===== config.mk =====
export PLATFORM = sky130hd
export DESIGN_NAME = fft4_bin_serializer_flat
export DESIGN_NICKNAME = d
export VERILOG_FILES = /design/src/rtl/fft4_bin_serializer_if.sv /design/src/rtl/fft4_bin_serializer.sv /design/src/flat_wrapper.sv
export SDC_FILE = /design/constraint.sdc
export NUM_CORES = 1
export LEC_CHECK = 0
export BUFFER_PORTS_ARGS = -buffer_cell sky130_fd_sc_hd__buf_2
export CAP_MARGIN = 20
export CORE_MARGIN = 1
export CORE_UTILIZATION = 53
export DETAILED_ROUTE_END_ITERATION = 6
export PLACE_DENSITY = 0.79
export SETUP_SLACK_MARGIN = 0.2
export SKIP_CTS_REPAIR_TIMING = 1
export SYNTH_ARGS = -nofsm -noshare
export SYNTH_HDL_FRONTEND = slang
export SYNTH_SLANG_ARGS = --single-unit

===== constraint.sdc =====
create_clock -name clk -period 5.93 [get_ports clk]
set_input_delay 1.186 -clock clk [delete_from_list [all_inputs] [get_ports clk]]
set_output_delay 1.186 -clock clk [all_outputs]
set_load 0.01 [all_outputs]

===== src/rtl/fft4_bin_serializer_if.sv =====
// fft4_bin_serializer_if: frame capture handshake and serialized bin stream
interface fft4_bin_serializer_if #(
    parameter int W  = 3,
    parameter int PW = 2 * W
);
    logic                in_valid;
    logic                in_ready;
    logic signed [W-1:0] rout_0, rout_1, rout_2, rout_3;
    logic signed [W-1:0] iout_0, iout_1, iout_2, iout_3;
    logic                out_valid;
    logic                out_ready;
    logic [1:0]          out_bin;
    logic signed [W-1:0] out_re;
    logic signed [W-1:0] out_im;
    logic [PW-1:0]       out_pwr;
    logic                out_last;
    logic [7:0]          frame_cnt;

    modport master (
        output in_valid, rout_0, rout_1, rout_2, rout_3,
               iout_0, iout_1, iout_2, iout_3, out_ready,
        input  in_ready, out_valid, out_bin, out_re, out_im,
               out_pwr, out_last, frame_cnt
    );

    modport slave (
        input  in_valid, rout_0, rout_1, rout_2, rout_3,
               iout_0, iout_1, iout_2, iout_3, out_ready,
        output in_ready, out_valid, out_bin, out_re, out_im,
               out_pwr, out_last, frame_cnt
    );
endinterface


===== src/rtl/fft4_bin_serializer.sv =====
// fft4_bin_serializer: latches a 4-bin complex frame and streams bins with index and power
module fft4_bin_serializer #(
    parameter int W  = 3,
    parameter int PW = 2 * W
) (
    input logic                 clk,
    input logic                 rst_n,
    fft4_bin_serializer_if.slave bus
);
    typedef enum logic {IDLE, SEND} state_t;

    state_t              state, state_n;
    logic [1:0]          idx;
    logic [7:0]          frame_cnt;
    logic signed [W-1:0] re_q [4];
    logic signed [W-1:0] im_q [4];
    logic signed [W-1:0] re, im;
    logic signed [PW-1:0] re_x, im_x;
    logic                in_ready, out_valid, in_xfer, out_xfer;

    // Handshake decode and next state; a new frame may replace the last bin in the same cycle
    always_comb begin
        state_n   = state;
        out_valid = (state == SEND);
        in_ready  = (state == IDLE) || (idx == 2'd3 && bus.out_ready);
        in_xfer   = bus.in_valid && in_ready;
        out_xfer  = out_valid && bus.out_ready;
        if (state == IDLE && in_xfer)
            state_n = SEND;
        else if (state == SEND && out_xfer && idx == 2'd3 && !in_xfer)
            state_n = IDLE;
    end

    // State, bin index, frame register and completed-frame counter
    always_ff @(posedge clk or negedge rst_n) begin
        if (!rst_n) begin
            state     <= IDLE;
            idx       <= 2'd0;
            frame_cnt <= 8'd0;
            for (int k = 0; k < 4; k++) begin
                re_q[k] <= '0;
                im_q[k] <= '0;
            end
        end else begin
            state <= state_n;
            if (in_xfer) begin
                re_q[0] <= bus.rout_0;
                re_q[1] <= bus.rout_1;
                re_q[2] <= bus.rout_2;
                re_q[3] <= bus.rout_3;
                im_q[0] <= bus.iout_0;
                im_q[1] <= bus.iout_1;
                im_q[2] <= bus.iout_2;
                im_q[3] <= bus.iout_3;
                idx     <= 2'd0;
            end else if (out_xfer) begin
                idx <= idx + 2'd1;
            end
            if (out_xfer && idx == 2'd3)
                frame_cnt <= frame_cnt + 8'd1;
        end
    end

    assign re   = re_q[idx];
    assign im   = im_q[idx];
    assign re_x = PW'(re);
    assign im_x = PW'(im);

    assign bus.in_ready  = in_ready;
    assign bus.out_valid = out_valid;
    assign bus.out_bin   = idx;
    assign bus.out_re    = re;
    assign bus.out_im    = im;
    assign bus.out_pwr   = re_x * re_x + im_x * im_x;
    assign bus.out_last  = out_valid && idx == 2'd3;
    assign bus.frame_cnt = frame_cnt;
endmodule


===== src/flat_wrapper.sv =====
// flat-port wrapper written by rule: the top's interface ports become plain ports
module fft4_bin_serializer_flat 
#(
    parameter int W  = 3,
    parameter int PW = 2 * W
)
  (clk, rst_n, bus_in_valid, bus_rout_0, bus_rout_1, bus_rout_2, bus_rout_3, bus_iout_0, bus_iout_1, bus_iout_2, bus_iout_3, bus_out_ready, bus_in_ready, bus_out_valid, bus_out_bin, bus_out_re, bus_out_im, bus_out_pwr, bus_out_last, bus_frame_cnt);
  fft4_bin_serializer_if #(.W(W), .PW(PW)) bus_i ();
  input logic clk;
  input logic rst_n;
  input wire logic [$bits(bus_i.in_valid)-1:0] bus_in_valid;
  input wire logic [$bits(bus_i.rout_0)-1:0] bus_rout_0;
  input wire logic [$bits(bus_i.rout_1)-1:0] bus_rout_1;
  input wire logic [$bits(bus_i.rout_2)-1:0] bus_rout_2;
  input wire logic [$bits(bus_i.rout_3)-1:0] bus_rout_3;
  input wire logic [$bits(bus_i.iout_0)-1:0] bus_iout_0;
  input wire logic [$bits(bus_i.iout_1)-1:0] bus_iout_1;
  input wire logic [$bits(bus_i.iout_2)-1:0] bus_iout_2;
  input wire logic [$bits(bus_i.iout_3)-1:0] bus_iout_3;
  input wire logic [$bits(bus_i.out_ready)-1:0] bus_out_ready;
  output wire logic [$bits(bus_i.in_ready)-1:0] bus_in_ready;
  output wire logic [$bits(bus_i.out_valid)-1:0] bus_out_valid;
  output wire logic [$bits(bus_i.out_bin)-1:0] bus_out_bin;
  output wire logic [$bits(bus_i.out_re)-1:0] bus_out_re;
  output wire logic [$bits(bus_i.out_im)-1:0] bus_out_im;
  output wire logic [$bits(bus_i.out_pwr)-1:0] bus_out_pwr;
  output wire logic [$bits(bus_i.out_last)-1:0] bus_out_last;
  output wire logic [$bits(bus_i.frame_cnt)-1:0] bus_frame_cnt;
  assign bus_i.in_valid = bus_in_valid;
  assign bus_i.rout_0 = bus_rout_0;
  assign bus_i.rout_1 = bus_rout_1;
  assign bus_i.rout_2 = bus_rout_2;
  assign bus_i.rout_3 = bus_rout_3;
  assign bus_i.iout_0 = bus_iout_0;
  assign bus_i.iout_1 = bus_iout_1;
  assign bus_i.iout_2 = bus_iout_2;
  assign bus_i.iout_3 = bus_iout_3;
  assign bus_i.out_ready = bus_out_ready;
  assign bus_in_ready = bus_i.in_ready;
  assign bus_out_valid = bus_i.out_valid;
  assign bus_out_bin = bus_i.out_bin;
  assign bus_out_re = bus_i.out_re;
  assign bus_out_im = bus_i.out_im;
  assign bus_out_pwr = bus_i.out_pwr;
  assign bus_out_last = bus_i.out_last;
  assign bus_frame_cnt = bus_i.frame_cnt;
  fft4_bin_serializer #(.W(W), .PW(PW)) u_core (.clk(clk), .rst_n(rst_n), .bus(bus_i));
endmodule

==> reports/qor.csv, run 1 <==
stage,metric,value,unit
clock_tree,clock_path_buffers,2,
critical_path,slowest_stage,mux4_2,
synth,syn_area,2140,um2
placement,gp_congestion,0.771,
grt,track_usage,0.203,
sta,setup_viol,0,
critical_path,cp_top_family,adder cells,
final_layout,final_util,0.703,
sta,max_slew_margin,0.315,
grt,top_usage_layer,met2,
sta,tightest_slew,1.02,ns
critical_path,critical_path_buf_inv_count,3,
detailed_routing,drt.antenna.violating_nets,0,
detailed_routing,viasPerCell,5.27,
clock_tree,clock_latency,0.28,ns
sta,slew_violations,0,
grt,grt_pass1_wl,6400,um
die,die_width,65.6,um
worst_hold_path,hold_class,reg2reg,
critical_path,ff2ff_setup_slack,3.43,ns
critical_path,cpPeakStageDelay,0.55,ns
critical_path,end_kind,primary output,
sta,timing.fmax,179,MHz
synth,ys_types,34,
grt,gr-total-overflow,0,
grt,antenna_found_initial,0,
grt,grtUsageMet2,0.338,
clock_tree,tritoncts,done,
critical_path,cp_max_fo,5,
critical_path,path_cells,buf_6 -> mux4_2 -> or2b_1 -> fa_1 -> fa_1 -> inv_1 -> ha_1 -> ha_1 -> fa_2 -> a21o_1 -> a21oi_1 -> xnor3_1 -> buf_2,
detailed_routing,wl_per_cell,14.6,um
final_layout,drive_gt1_frac,0.476,
final_layout,finalNonFillerCells,275,
die,die_h,65.6,um
final_layout,diodes,0,
grt,grt_pass1_vias,1427,
sta,period_minus_slack,5.57,ns
critical_path,crit_required,4.74,ns
die,die_area,4300,um2
sta,rsz0062_at_grt,no,
die,rows,22,
grt,grt_max_degree,36,
synth,yosysWarnings,0,
clock_tree,cts_made_buffers,5,
synth,syn_avg_cell_area,13.2,um2
detailed_routing,vias,1448,
sta,skew,0.00965,ns
critical_path,crit_arrival,4.39,ns
detailed_routing,dr.pass1.iters,3,
placement,portBuffers,52,
detailed_routing,wl,4010,um
synth,seq_area_frac_synth,0.408,
die,start_util,0.569,
clock_tree,htreeDepth,2,
clock_tree,cts.sinks,35,
final_layout,nets,279,
clock_tree,clockRootBuffer,clkbuf_8,
outcome,status,"finished, final reports clean",
final_layout,area_growth,23.6,%
sta,period_share,0.940,
clock_tree,clk_pin_slew_worst_paths,0.07,ns
synth,ys_ff_latch,35,
placement,dp.cells,262,
critical_path,path_class,reg2out,
detailed_routing,drt_iter0_drc,57,
placement,dp_hpwl,3090,um
detailed_routing,drc,0,
die,core,3770,um2
die,ios,53,
sta,setup_tns,0,ns
synth,synth_fp_nets,216,
placement,dpl_cell_area,2460,um2
sta,hold_viol,0,
synth,syn_inst,163,
final_layout,stdcell_area,2650,um2
critical_path,start_kind,register,
grt,gr-usage-met3,0.0451,
grt,grt_util_met1,0.260,
job,max_cap_viol_count,0,
[state kept, by name, summed over array words and instances (netlist names)]
name and count:
u_core.bus.frame_cnt 8, u_core.bus.out_valid 1, u_core.im_q 12, u_core.bus.out_bin 2, u_core.re_q 12
[path summary, 6_finish.rpt]
kind,endpoint,start,cells after the start
worst min register to register,u_core.bus.frame_cnt[7],u_core.bus.frame_cnt[7],1
max in group asynchronous,u_core.bus.out_bin[0],rst_n,1
worst min-delay path,u_core.bus.frame_cnt[7],u_core.bus.frame_cnt[7],1
worst max-delay path,bus_out_pwr[5],u_core.bus.out_bin[0],13
min in group asynchronous,u_core.im_q[0],rst_n,1
worst max register to register,u_core.re_q[1],u_core.bus.out_bin[0],6
[routing by layer]
metal  vias up  share of wire
met1       705           0.47
met4         0          0.013
met2        39           0.48
li1        698              -
met3         6          0.042
met5         -              0
[stage by stage]
stage / worst slack [ns] / hold WS (ns)
2_1_floorplan: 0.374 / 0.470
3_3_place_gp: 0.343 / 0.453
3_5_place_dp: 0.289 / 0.453
4_1_cts: -0.0425 / 0.470
5_1_grt: 0.205 / 0.501
6_report: 0.357 / 0.468
[final cells by class]
type,count,area (um2)
Multi-Input combinational cell,111,1210
Fill cell,283,1120
Sequential cell,35,877
Timing Repair Buffer,60,324
Clock buffer,6,72.6
Clock inverter,2,60.1
Tap cell,48,60.1
Inverter,13,48.8
[cells in the final DEF (no fill, tap or decap), types with 3 or more instances in the layout]
cell type | Yosys | layout
mux2_2 | 25 | 25
inv_1 | 12 | 11
xnor2_1 | 6 | 6
a21oi_1 | 3 | 3
nand2_1 | 11 | 11
nand4_1 | 4 | 4
a21o_1 | 3 | 3
dfrtp_1 | 35 | 34
ha_1 | 17 | 15
mux4_2 | 2 | 6
clkbuf_8 | 0 | 5
xor2_1 | 6 | 6
fa_1 | 8 | 7
buf_4 | 2 | 7
buf_2 | 0 | 52
[cell families (layout without fill, tap and decap cells)]
| group | Yosys count | in the layout | share of synthesized area |
|---|---|---|---|
| flip-flops | 35 | 35 | 0.408 |
| multiplexers | 32 | 32 | 0.206 |
| AND/OR/NAND/NOR | 30 | 30 | 0.0753 |
| adder cells (fa/ha/maj) | 25 | 25 | 0.174 |
| buffers and inverters | 17 | 81 | 0.0367 |
| XOR/XNOR | 13 | 13 | 0.0595 |
| AO/OA/AOI/OAI | 11 | 11 | 0.0403 |
[cell usage after synthesis]
cell	instances	area (um2)
a211o_1	1	8.76
a21bo_2	1	10.0
a21o_1	3	22.5
a21oi_1	3	15.0
a221oi_2	1	15.0
a22o_1	1	8.76
a31oi_1	1	6.26
and2_1	2	12.5
and3_1	2	12.5
and4b_1	1	10.0
buf_4	2	15.0
buf_6	1	11.3
clkbuf_1	1	3.75
dfrtp_1	35	876
fa_1	8	160
ha_1	17	213
inv_1	12	45.0
inv_2	1	3.75
mux2_2	25	282
mux2i_1	1	10.0
mux4_1	4	105
mux4_2	2	45.0
nand2_1	11	41.3
nand2_4	1	11.3
nand2b_1	1	6.26
nand3_1	2	10.0
nand4_1	4	25.0
nor2_1	2	7.51
nor3_1	2	10.0
nor3b_1	1	7.51
or2b_1	1	7.51
xnor2_1	6	52.6
xnor3_1	1	22.5
xor2_1	6	52.6
Power of run 1 is not shown: default switching activity piles up to over one toggle a cycle in this logic, so the estimate is an artifact.
==> run 2: changes to the inputs <==
--- a/config.mk
+++ b/config.mk
@@ -8,11 +8,13 @@
 export BUFFER_PORTS_ARGS = -buffer_cell sky130_fd_sc_hd__buf_2
 export CAP_MARGIN = 20
 export CORE_MARGIN = 1
-export CORE_UTILIZATION = 53
+export CORE_UTILIZATION = 48
 export DETAILED_ROUTE_END_ITERATION = 6
-export PLACE_DENSITY = 0.79
+export HOLD_SLACK_MARGIN = 0.06
+export PLACE_DENSITY = 0.76
 export SETUP_SLACK_MARGIN = 0.2
 export SKIP_CTS_REPAIR_TIMING = 1
+export SLEW_MARGIN = 20
 export SYNTH_ARGS = -nofsm -noshare
 export SYNTH_HDL_FRONTEND = slang
 export SYNTH_SLANG_ARGS = --single-unit
==> constraint.sdc (replaced) <==
create_clock -name clk -period 4.63 [get_ports clk]
set_input_delay 0.926 -clock clk [delete_from_list [all_inputs] [get_ports clk]]
set_output_delay 0.926 -clock clk [all_outputs]
set_load 0.01 [all_outputs]
==> run 2 against run 1 <==
The flow now finishes with violations (setup timing). Clock-buffer cell count grew 2. Utilization shrank 3.5 points. Register-to-register slack lost 1.2 ns. Via count grew 4.0%. Sequential share of layout area shrank 1.4 points. Non-clock buffer count grew 13.
==> reports/qor.csv, run 2 (synthesis gave the netlist of run 1 again) <==
stage,metric,value,unit
sta,timing.fmax,193,MHz
detailed_routing,drc,0,
detailed_routing,drt.antenna.violating_nets,0,
critical_path,end_kind,primary output,
detailed_routing,dr.pass1.iters,4,
worst_hold_path,hold_class,reg2reg,
critical_path,slowest_stage,mux4_2,
placement,dpl_cell_area,2640,um2
placement,gp_congestion,0.780,
grt,track_usage,0.210,
sta,period_minus_slack,5.18,ns
final_layout,nets,292,
sta,setup_tns,-1.53,ns
die,die_h,68.8,um
job,max_cap_viol_count,0,
critical_path,crit_required,3.70,ns
clock_tree,clk_pin_slew_worst_paths,0.07,ns
sta,tightest_slew,0.963,ns
placement,dp_hpwl,3400,um
outcome,violations,setup timing,
clock_tree,htreeDepth,2,
sta,slew_violations,0,
critical_path,path_cells,mux4_2 -> ha_4 -> fa_1 -> fa_2 -> fa_2 -> ha_4 -> ha_4 -> a21o_1 -> a21oi_2 -> xnor3_1 -> buf_2,
critical_path,critPathCapture,bus_out_pwr[5],
critical_path,r2r_start,u_core.bus.out_bin[1],
critical_path,crit_path_frequent_cell,ha_4,
clock_tree,tritoncts,done,
die,die_width,68.8,um
grt,gr-usage-met3,0.0493,
critical_path,r2r_cells,5,
detailed_routing,vias,1506,
sta,max_slew_margin,0.356,
clock_tree,clockRootBuffer,clkbuf_8,
critical_path,ff2ff_setup_slack,2.24,ns
final_layout,diodes,0,
die,ios,53,
sta,hold_viol,0,
die,start_util,0.518,
critical_path,crit_cells,11,
critical_path,worstSetupStartpoint,u_core.bus.out_bin[0],
final_layout,reg.largest.list,"u_core.im_q (12), u_core.re_q (12), u_core.bus.frame_cnt (8)",
critical_path,crit_arrival,4.25,ns
critical_path,path_class,reg2out,
grt,top_usage_layer,met2,
grt,grt_util_met1,0.265,
critical_path,cp_top_family,adder cells,
critical_path,start_kind,register,
grt,grtUsageMet2,0.354,
placement,portBuffers,52,
die,die_area,4740,um2
final_layout,stdcell_area,2770,um2
clock_tree,cts_made_buffers,5,
detailed_routing,wl_per_cell,14.6,um
sta,rsz0062_at_grt,yes,
grt,gr-total-overflow,0,
clock_tree,clock_path_buffers,2,
grt,grt_pass1_wl,7090,um
detailed_routing,drt_iter0_drc,38,
final_layout,final_common_cell,buf_2,
critical_path,cpPeakStageDelay,0.64,ns
critical_path,worstReg2RegEnd,u_core.re_q[4],
clock_tree,clock_latency,0.29,ns
critical_path,critical_path_buf_inv_count,1,
detailed_routing,wl,4240,um
sta,fin_ws,-0.549,ns
sta,skew,0.00377,ns
sta,period_share,1.12,
outcome,status,"complete, but fails checks",
clock_tree,cts.sinks,35,
grt,grt_pass1_vias,1576,
critical_path,cp_max_fo,7,
die,core,4140,um2
die,rows,23,
detailed_routing,viasPerCell,5.19,
grt,antenna_found_initial,0,
grt,grt_max_degree,36,
sta,setup_viol,4,
final_layout,layout_common_cells,"buf_2 (52), dfrtp_1 (34), mux2_2 (25)",
final_layout,area_growth,29.1,%
final_layout,drive_gt1_frac,0.538,
-- run 2: changes by cell type in the layout (fill, tap and decap cells not counted), sizes merged --
| cell | previous run | this run |
|---|---|---|
| buf | 60 | 73 |
| bufinv | 2 | 0 |
| clkbuf | 6 | 8 |
-- run 2: final cells by class --
class | count | area, um2
Timing Repair Buffer | 73 | 418
Tap cell | 50 | 62.6
Clock buffer | 8 | 100
Multi-Input combinational cell | 111 | 1260
Inverter | 13 | 48.8
Fill cell | 319 | 1380
Sequential cell | 35 | 877
-- run 2: through the flow --
| stage | hold WS [ns] | setup WS, ns | util | cells |
|---|---|---|---|---|
| after floorplan | 0.474 | -0.157 | - | 163 |
| after global placement | 0.455 | -0.333 | 0.636 | 280 |
| after detailed placement | 0.457 | -0.402 | 0.636 | 280 |
| after CTS | 0.465 | -0.710 | 0.660 | 288 |
| after global routing | 0.504 | -0.695 | 0.668 | 290 |
| final | 0.466 | -0.549 | 0.668 | 290 |
-- run 2: worst min-delay path by stage --
stage | to | from | cells after the start | slack [ns]
finish | u_core.bus.frame_cnt[7] | u_core.bus.frame_cnt[7] | 1 | 0.47
floorplan | u_core.im_q[3] | u_core.im_q[3] | 1 | 0.47
global route | u_core.bus.frame_cnt[7] | u_core.bus.frame_cnt[7] | 1 | 0.50
detailed placement | u_core.bus.frame_cnt[7] | u_core.bus.frame_cnt[7] | 1 | 0.46
CTS | u_core.bus.frame_cnt[7] | u_core.bus.frame_cnt[7] | 1 | 0.47
global placement | u_core.bus.frame_cnt[7] | u_core.bus.frame_cnt[7] | 1 | 0.45
-- run 2: metal layers --
layer,wire [um],share of wire
met3,193,0.045
met5,0,0
met4,67,0.016
met1,1880,0.44
met2,2110,0.50
-- run 2: worst register-to-register path: stages, from the launching register on --
cell	delay, ns
dfrtp_1	0.50
buf_4	0.20
ha_1	0.22
a21bo_2	0.22
nand2_1	0.70
mux2_2	0.43
Power of run 2 is left out for the same reason.
